--- src/rtl/uart_wb_dma.sv ---
// UART receive DMA: buffers rx bytes in a FIFO and packs them into 1/2/4-byte
// Wishbone writes to a circular RAM window, sharing the RAM port with the CPU.
module uart_wb_dma #(
  parameter int          DEPTH     = 16,
  parameter int          PACK      = 1,
  parameter logic [31:0] BASE_ADR  = 32'h0000_1000,
  parameter logic [31:0] LIMIT_ADR = 32'h0000_1FFF,
  parameter int          URGENT    = DEPTH-2
) (
  input  logic                     i_wb_clk,
  input  logic                     i_wb_rst,
  input  logic [7:0]               i_rx_dat,
  input  logic                     i_rx_vld,
  input  logic [31:0]              i_cpu_adr,
  input  logic [31:0]              i_cpu_dat,
  input  logic [3:0]               i_cpu_sel,
  input  logic                     i_cpu_we,
  input  logic                     i_cpu_cyc,
  output logic [31:0]              o_cpu_rdt,
  output logic                     o_cpu_ack,
  output logic [31:0]              o_mem_adr,
  output logic [31:0]              o_mem_dat,
  output logic [3:0]               o_mem_sel,
  output logic                     o_mem_we,
  output logic                     o_mem_cyc,
  input  logic [31:0]              i_mem_rdt,
  input  logic                     i_mem_ack,
  output logic [$clog2(DEPTH):0]   o_level,
  output logic                     o_overflow,
  output logic                     o_wrap,
  output logic [31:0]              o_bytes
);
  localparam int AW = $clog2(DEPTH);
  localparam int LW = AW + 1;
  localparam logic [LW-1:0] DEPTH_L  = LW'(DEPTH);
  localparam logic [LW-1:0] PACK_L   = LW'(PACK);
  localparam logic [LW-1:0] URGENT_L = LW'(URGENT);
  localparam logic [32:0]   LIMIT_X  = {1'b0, LIMIT_ADR};
  localparam logic [32:0]   PACK_X   = 33'(PACK);

  typedef enum logic [1:0] {IDLE, CPU, DMA} arb_t;

  typedef struct packed {
    logic [31:0] adr;
    logic [31:0] dat;
    logic [3:0]  sel;
  } wb_req_t;

  arb_t          state;
  logic [7:0]    fifo [DEPTH];
  logic [AW-1:0] wr_idx, rd_idx;
  logic [LW-1:0] level;
  logic [31:0]   ptr;
  logic [32:0]   next_ptr;
  logic [7:0]    hd [4];
  logic          pop, push, dma_req, urgent;
  wb_req_t       dma;

  assign pop      = (state == DMA) && i_mem_ack;
  // a full FIFO still takes a byte when the same cycle frees space
  assign push     = i_rx_vld && ((level < DEPTH_L) || pop);
  assign dma_req  = level >= PACK_L;
  assign urgent   = level >= URGENT_L;
  assign next_ptr = {1'b0, ptr} + PACK_X;
  assign o_level  = level;

  for (genvar k = 0; k < 4; k++) begin : g_hd
    assign hd[k] = fifo[rd_idx + AW'(k)];
  end

  always_comb begin
    dma.adr = {ptr[31:2], 2'b00};
    case (PACK)
      2: begin
        dma.dat = {hd[1], hd[0], hd[1], hd[0]};
        dma.sel = ptr[1] ? 4'b1100 : 4'b0011;
      end
      4: begin
        dma.dat = {hd[3], hd[2], hd[1], hd[0]};
        dma.sel = 4'b1111;
      end
      default: begin
        dma.dat = {4{hd[0]}};
        dma.sel = 4'b0001 << ptr[1:0];
      end
    endcase
  end

  always_ff @(posedge i_wb_clk)
    if (push) fifo[wr_idx] <= i_rx_dat;

  always_ff @(posedge i_wb_clk) begin
    if (i_wb_rst) begin
      state      <= IDLE;
      wr_idx     <= '0;
      rd_idx     <= '0;
      level      <= '0;
      ptr        <= BASE_ADR;
      o_overflow <= 1'b0;
      o_wrap     <= 1'b0;
      o_bytes    <= '0;
    end else begin
      o_wrap <= 1'b0;
      if (push) wr_idx <= wr_idx + AW'(1);
      if (i_rx_vld && !push) o_overflow <= 1'b1;
      level <= level + LW'(push) - (pop ? PACK_L : '0);
      if (pop) begin
        rd_idx  <= rd_idx + AW'(PACK);
        o_bytes <= o_bytes + 32'(PACK);
        if (next_ptr > LIMIT_X) begin
          ptr    <= BASE_ADR;
          o_wrap <= 1'b1;
        end else begin
          ptr <= next_ptr[31:0];
        end
      end
      // grants end on ack and always pass through IDLE, so no cycle is cut short
      case (state)
        IDLE:
          if (dma_req && (!i_cpu_cyc || urgent)) state <= DMA;
          else if (i_cpu_cyc)                    state <= CPU;
        CPU:     if (i_mem_ack) state <= IDLE;
        DMA:     if (i_mem_ack) state <= IDLE;
        default: state <= IDLE;
      endcase
    end
  end

  always_comb begin
    o_mem_adr = dma.adr;
    o_mem_dat = dma.dat;
    o_mem_sel = dma.sel;
    o_mem_we  = 1'b0;
    o_mem_cyc = 1'b0;
    o_cpu_ack = 1'b0;
    o_cpu_rdt = i_mem_rdt;
    case (state)
      CPU: begin
        o_mem_adr = i_cpu_adr;
        o_mem_dat = i_cpu_dat;
        o_mem_sel = i_cpu_sel;
        o_mem_we  = i_cpu_we;
        o_mem_cyc = i_cpu_cyc;
        o_cpu_ack = i_mem_ack && !i_wb_rst;
      end
      DMA: begin
        o_mem_we  = 1'b1;
        o_mem_cyc = 1'b1;
      end
      default: ;
    endcase
  end
endmodule

--- config.mk ---
export PLATFORM = sky130hd
export DESIGN_NAME = uart_wb_dma
export DESIGN_NICKNAME = d
export VERILOG_FILES = /design/src/rtl/uart_wb_dma.sv
export SDC_FILE = /design/constraint.sdc
export NUM_CORES = 1
export LEC_CHECK = 0
export CAP_MARGIN = 20
export CELL_PAD_IN_SITES_DETAIL_PLACEMENT = 1
export CELL_PAD_IN_SITES_GLOBAL_PLACEMENT = 1
export CORE_ASPECT_RATIO = 1.1
export CORE_MARGIN = 3
export CORE_UTILIZATION = 40
export CTS_BUF_LIST = sky130_fd_sc_hd__clkbuf_4
export CTS_CLUSTER_DIAMETER = 50
export CTS_CLUSTER_SIZE = 14
export DETAILED_ROUTE_END_ITERATION = 8
export PLACE_DENSITY = 0.85
export SYNTH_ARGS = -nofsm -noshare
export SYNTH_HDL_FRONTEND = slang
export SYNTH_SLANG_ARGS = --single-unit
--- constraint.sdc ---
create_clock -name i_wb_clk -period 3.6 [get_ports i_wb_clk]
set_input_delay 0.36 -clock i_wb_clk [delete_from_list [all_inputs] [get_ports i_wb_clk]]
set_output_delay 0.36 -clock i_wb_clk [all_outputs]
set_load 0.005 [all_outputs]
==> qor.txt <==
Worst-Margin Slew - 0.8210 ns
htree depth - 1
Hold Path End - o_bytes[18]
port buffer count - 191
crit path kind - reg -> out
largest cells by area after synthesis - edfxtp_1 (37%), dfxtp_1 (17%), mux4_2 (8.8%)
final worst path period need - 3.414 ns
TritonCTS clock tree - done
Syn. warnings - 0
drt pass-1 iters - 5
worst-path cell chain - buf_12 -> mux4_2 -> mux4_2 -> nand2b_1 -> nand2_1 -> clkdlybuf4s50_1
# IOs - 256
Worst VDD drop - 234.6 uV
Slew Viols, Final - 0
PwrDens - 476.5 mW/mm2
vias in the first global route - 8139
RR Endpoint - ptr[2]
later-pin clock latency in the skew report - 0.62 ns
placed cell count - 1360
Placer Congestion - 0.8287
Final Hold Vio Count - 0
remaining antenna violation count after routing - 0
CTS Hold Bufs - 0
CTS sink cnt - 213
Area Overhead vs Synth - 23.74%
DRC violations left - 0
asr flop ratio synth - 0
fin nets - 1185
Hold WC Path Type - in -> reg
clk_skew - 0.03073 ns
global-route wire length before repair - 46530 um
total track usage - 0.2115
largest family of logic cells by synthesized area - simple AND/OR/NAND/NOR gates
RSZ-0062 raised after global routing - false
Critical Path AT - 3.05 ns
Mapped Nets - 1019
Vias - 7564
MaxCap Viol Count - 0
Die Y - 174.2 um
hold path depth - 2
fraction of final layout cells sized beyond drive strength 1 - 0.1408
Slew HR - 0.4507
DR vias/cell - 5.403
sequential share of the synthesized area - 0.5388
Routed wire per std cell - 21.43 um
Worst Path Buf+Inv - 2
crit path launch type - register
min-delay src - i_wb_rst
crit-path max FO - 14
depth of the most critical reg-to-reg path - 8
post-synthesis cell type count - 57
CORE AREA - 0.02492 mm2
Yosys top cell area share - 0.3735
reg2reg setup slack - 0.48 ns
Cells after Synth - 878
Clock Tree Buf Depth - 3
post-synthesis compound-gate area fraction - 0.04401
Rows - 60
CTS buffer count - 21
Die X - 158.9 um
Mean Syn Cell Area - 11.72 um2
most frequent cell after synthesis - edfxtp_1
period utilization - 0.9484
Setup TNS - 0 ns
leading area contributor after synthesis - edfxtp_1
Mapped Area - 0.01029 mm2
CP max-delay cell - mux4_2
r2r startpoint - ptr[1]
Most used DFF post-synth - edfxtp_1
Initial Util - 0.4130
CTS root buf - clkbuf_4
Most common cell on crit path - mux4_2
Final Non-Filler Cells - 1400
post-synthesis xor/xnor area fraction - 0.03744
synth cell count leaders - edfxtp_1 (128), nand2_1 (120), dfxtp_1 (85), nor2_1 (75), mux4_2 (40)
Final setup viols - 0
Post-Place Worst Slack - 0.5130 ns
CP top delay family - multiplexers
clock transition at the registers of the reported paths - 0.15 ns
Overflow after GRT - 0
adder-cell area share of the yosys netlist - 0.03355
fmax - 292.9 MHz
largest net degree at the start of global routing - 51
DP HPWL - 21610 um
number of synthesized flops with an enable pin - 128
worst endpoint required time - 3.24 ns
1st-iter DRT viols - 429
final wirelength - 30010 um
die area - 0.02769 mm2
Leakage - 4.374 nW
fill count - 2671
FF+latch count, synth - 213
post-synthesis simple-gate area fraction - 0.1706
initial antenna violation count - 2
status - completed
min setup slack post-route - 0.1857 ns
CP peak stage delay - 0.52 ns
CP Capture Type - output port
post-synthesis mux area share - 0.1267
worst register-to-register path: stages, from the launching register on:
cell      delay, ns
dfxtp_1        0.58
ha_1           0.42
nand4_1        0.18
or4_1          0.58
o21a_1         0.20
a211oi_2       0.22
and4_1         0.49
o211ai_1       0.19
a21oi_1        0.20
repair_timing:
action,4_1_cts,5_1_grt
buffers inserted,2,0
gates resized for setup,1,0
setup endpoints to repair,25,0
kinds of logic after synthesis:
family / count (synthesis)
flip-flops: 213
multiplexers: 76
buffers and inverters: 96
AO/OA/AOI/OAI: 67
adder cells (fa/ha/maj): 27
AND/OR/NAND/NOR: 355
XOR/XNOR: 44
flip-flops by register name, indices dropped and copies added (netlist names), named ones only:
name and cells:
rd_idx 4, wr_idx 4, o_overflow 1, o_wrap 1, o_level 5, fifo 128
ptr 32, o_bytes 32, state 2
placed cells by master, fill, tap and decap left out, types with 4 or more instances in the layout:
cell type        netlist  layout
o211ai_1               7       7
nor2_1                75      75
clkdlybuf4s50_1        0     190
nand3_1               20      20
nand2_1              120     120
nor4_1                 8       8
buf_4                 33      27
inv_1                 18      18
nand4_1               28      28
or3_1                  9       9
and4_1                 9       9
mux4_2                40      40
nor2b_1                6       6
dfxtp_1               85      84
mux2_2                34      34
and3_1                 8       8
ha_1                  26      25
o21ai_0               11      11
a211o_1                4       4
edfxtp_1             128     128
a211oi_1               4       4
nor3_1                15      15
xor2_1                28      28
and2_1                28      28
clkbuf_4               0      30
nand2b_1              11      11
a21oi_1               21      21
xnor2_1               16      16
cell type report:
type                       instances  area, um2  share of cell area
clock buffer                      30      225.2             0.01768
timing repair buffer             221       2170              0.1704
antenna                            1      2.502           0.0001965
clock inverter                     7      50.05            0.003930
inverter                          18      67.56            0.005305
tap                              341      426.7             0.03350
multi-input combinational        569       4245              0.3333
sequential                       213       5549              0.4357
per-layer routing:
metal  global-route usage  vias to the layer above  share of wire
met1               0.2446                     3771           0.38
met2               0.4037                      238           0.54
met4              0.05801                        2          0.024
li1                     -                     3486              -
met3              0.03456                       67          0.057
met5                    0                        -        0.00067
how the worst max path moves through the flow:
stage	cells past startpoint	end	from	slack, ns
detailed placement	6	o_mem_dat[21]	register	0.51
floorplan	16	o_level[4]	state[0]	0.87
finish	6	o_mem_dat[21]	register	0.19
global route	6	o_mem_dat[21]	register	0.05
global placement	6	o_mem_dat[21]	register	0.64
CTS	6	o_mem_dat[21]	register	0.11
where the power goes:
group          internal [mW]  switching, mW
logic                   1.15          0.939
registers               2.68          0.100
clock network          0.406          0.797
through the flow:
stage / total power [mW] / hold WS (ns) / utilization / instance area, um2
2_1_floorplan: 3.801 / 0.4589 / - / 10290
3_3_place_gp: 4.792 / 0.4494 / 0.4986 / 12430
3_5_place_dp: 4.908 / 0.4818 / 0.4986 / 12430
4_1_cts: 6.133 / 0.2136 / 0.5109 / 12730
5_1_grt: 6.402 / 0.2354 / 0.5110 / 12740
6_report: 6.069 / 0.2568 / 0.5110 / 12740
(Power assumes the default switching activity.)
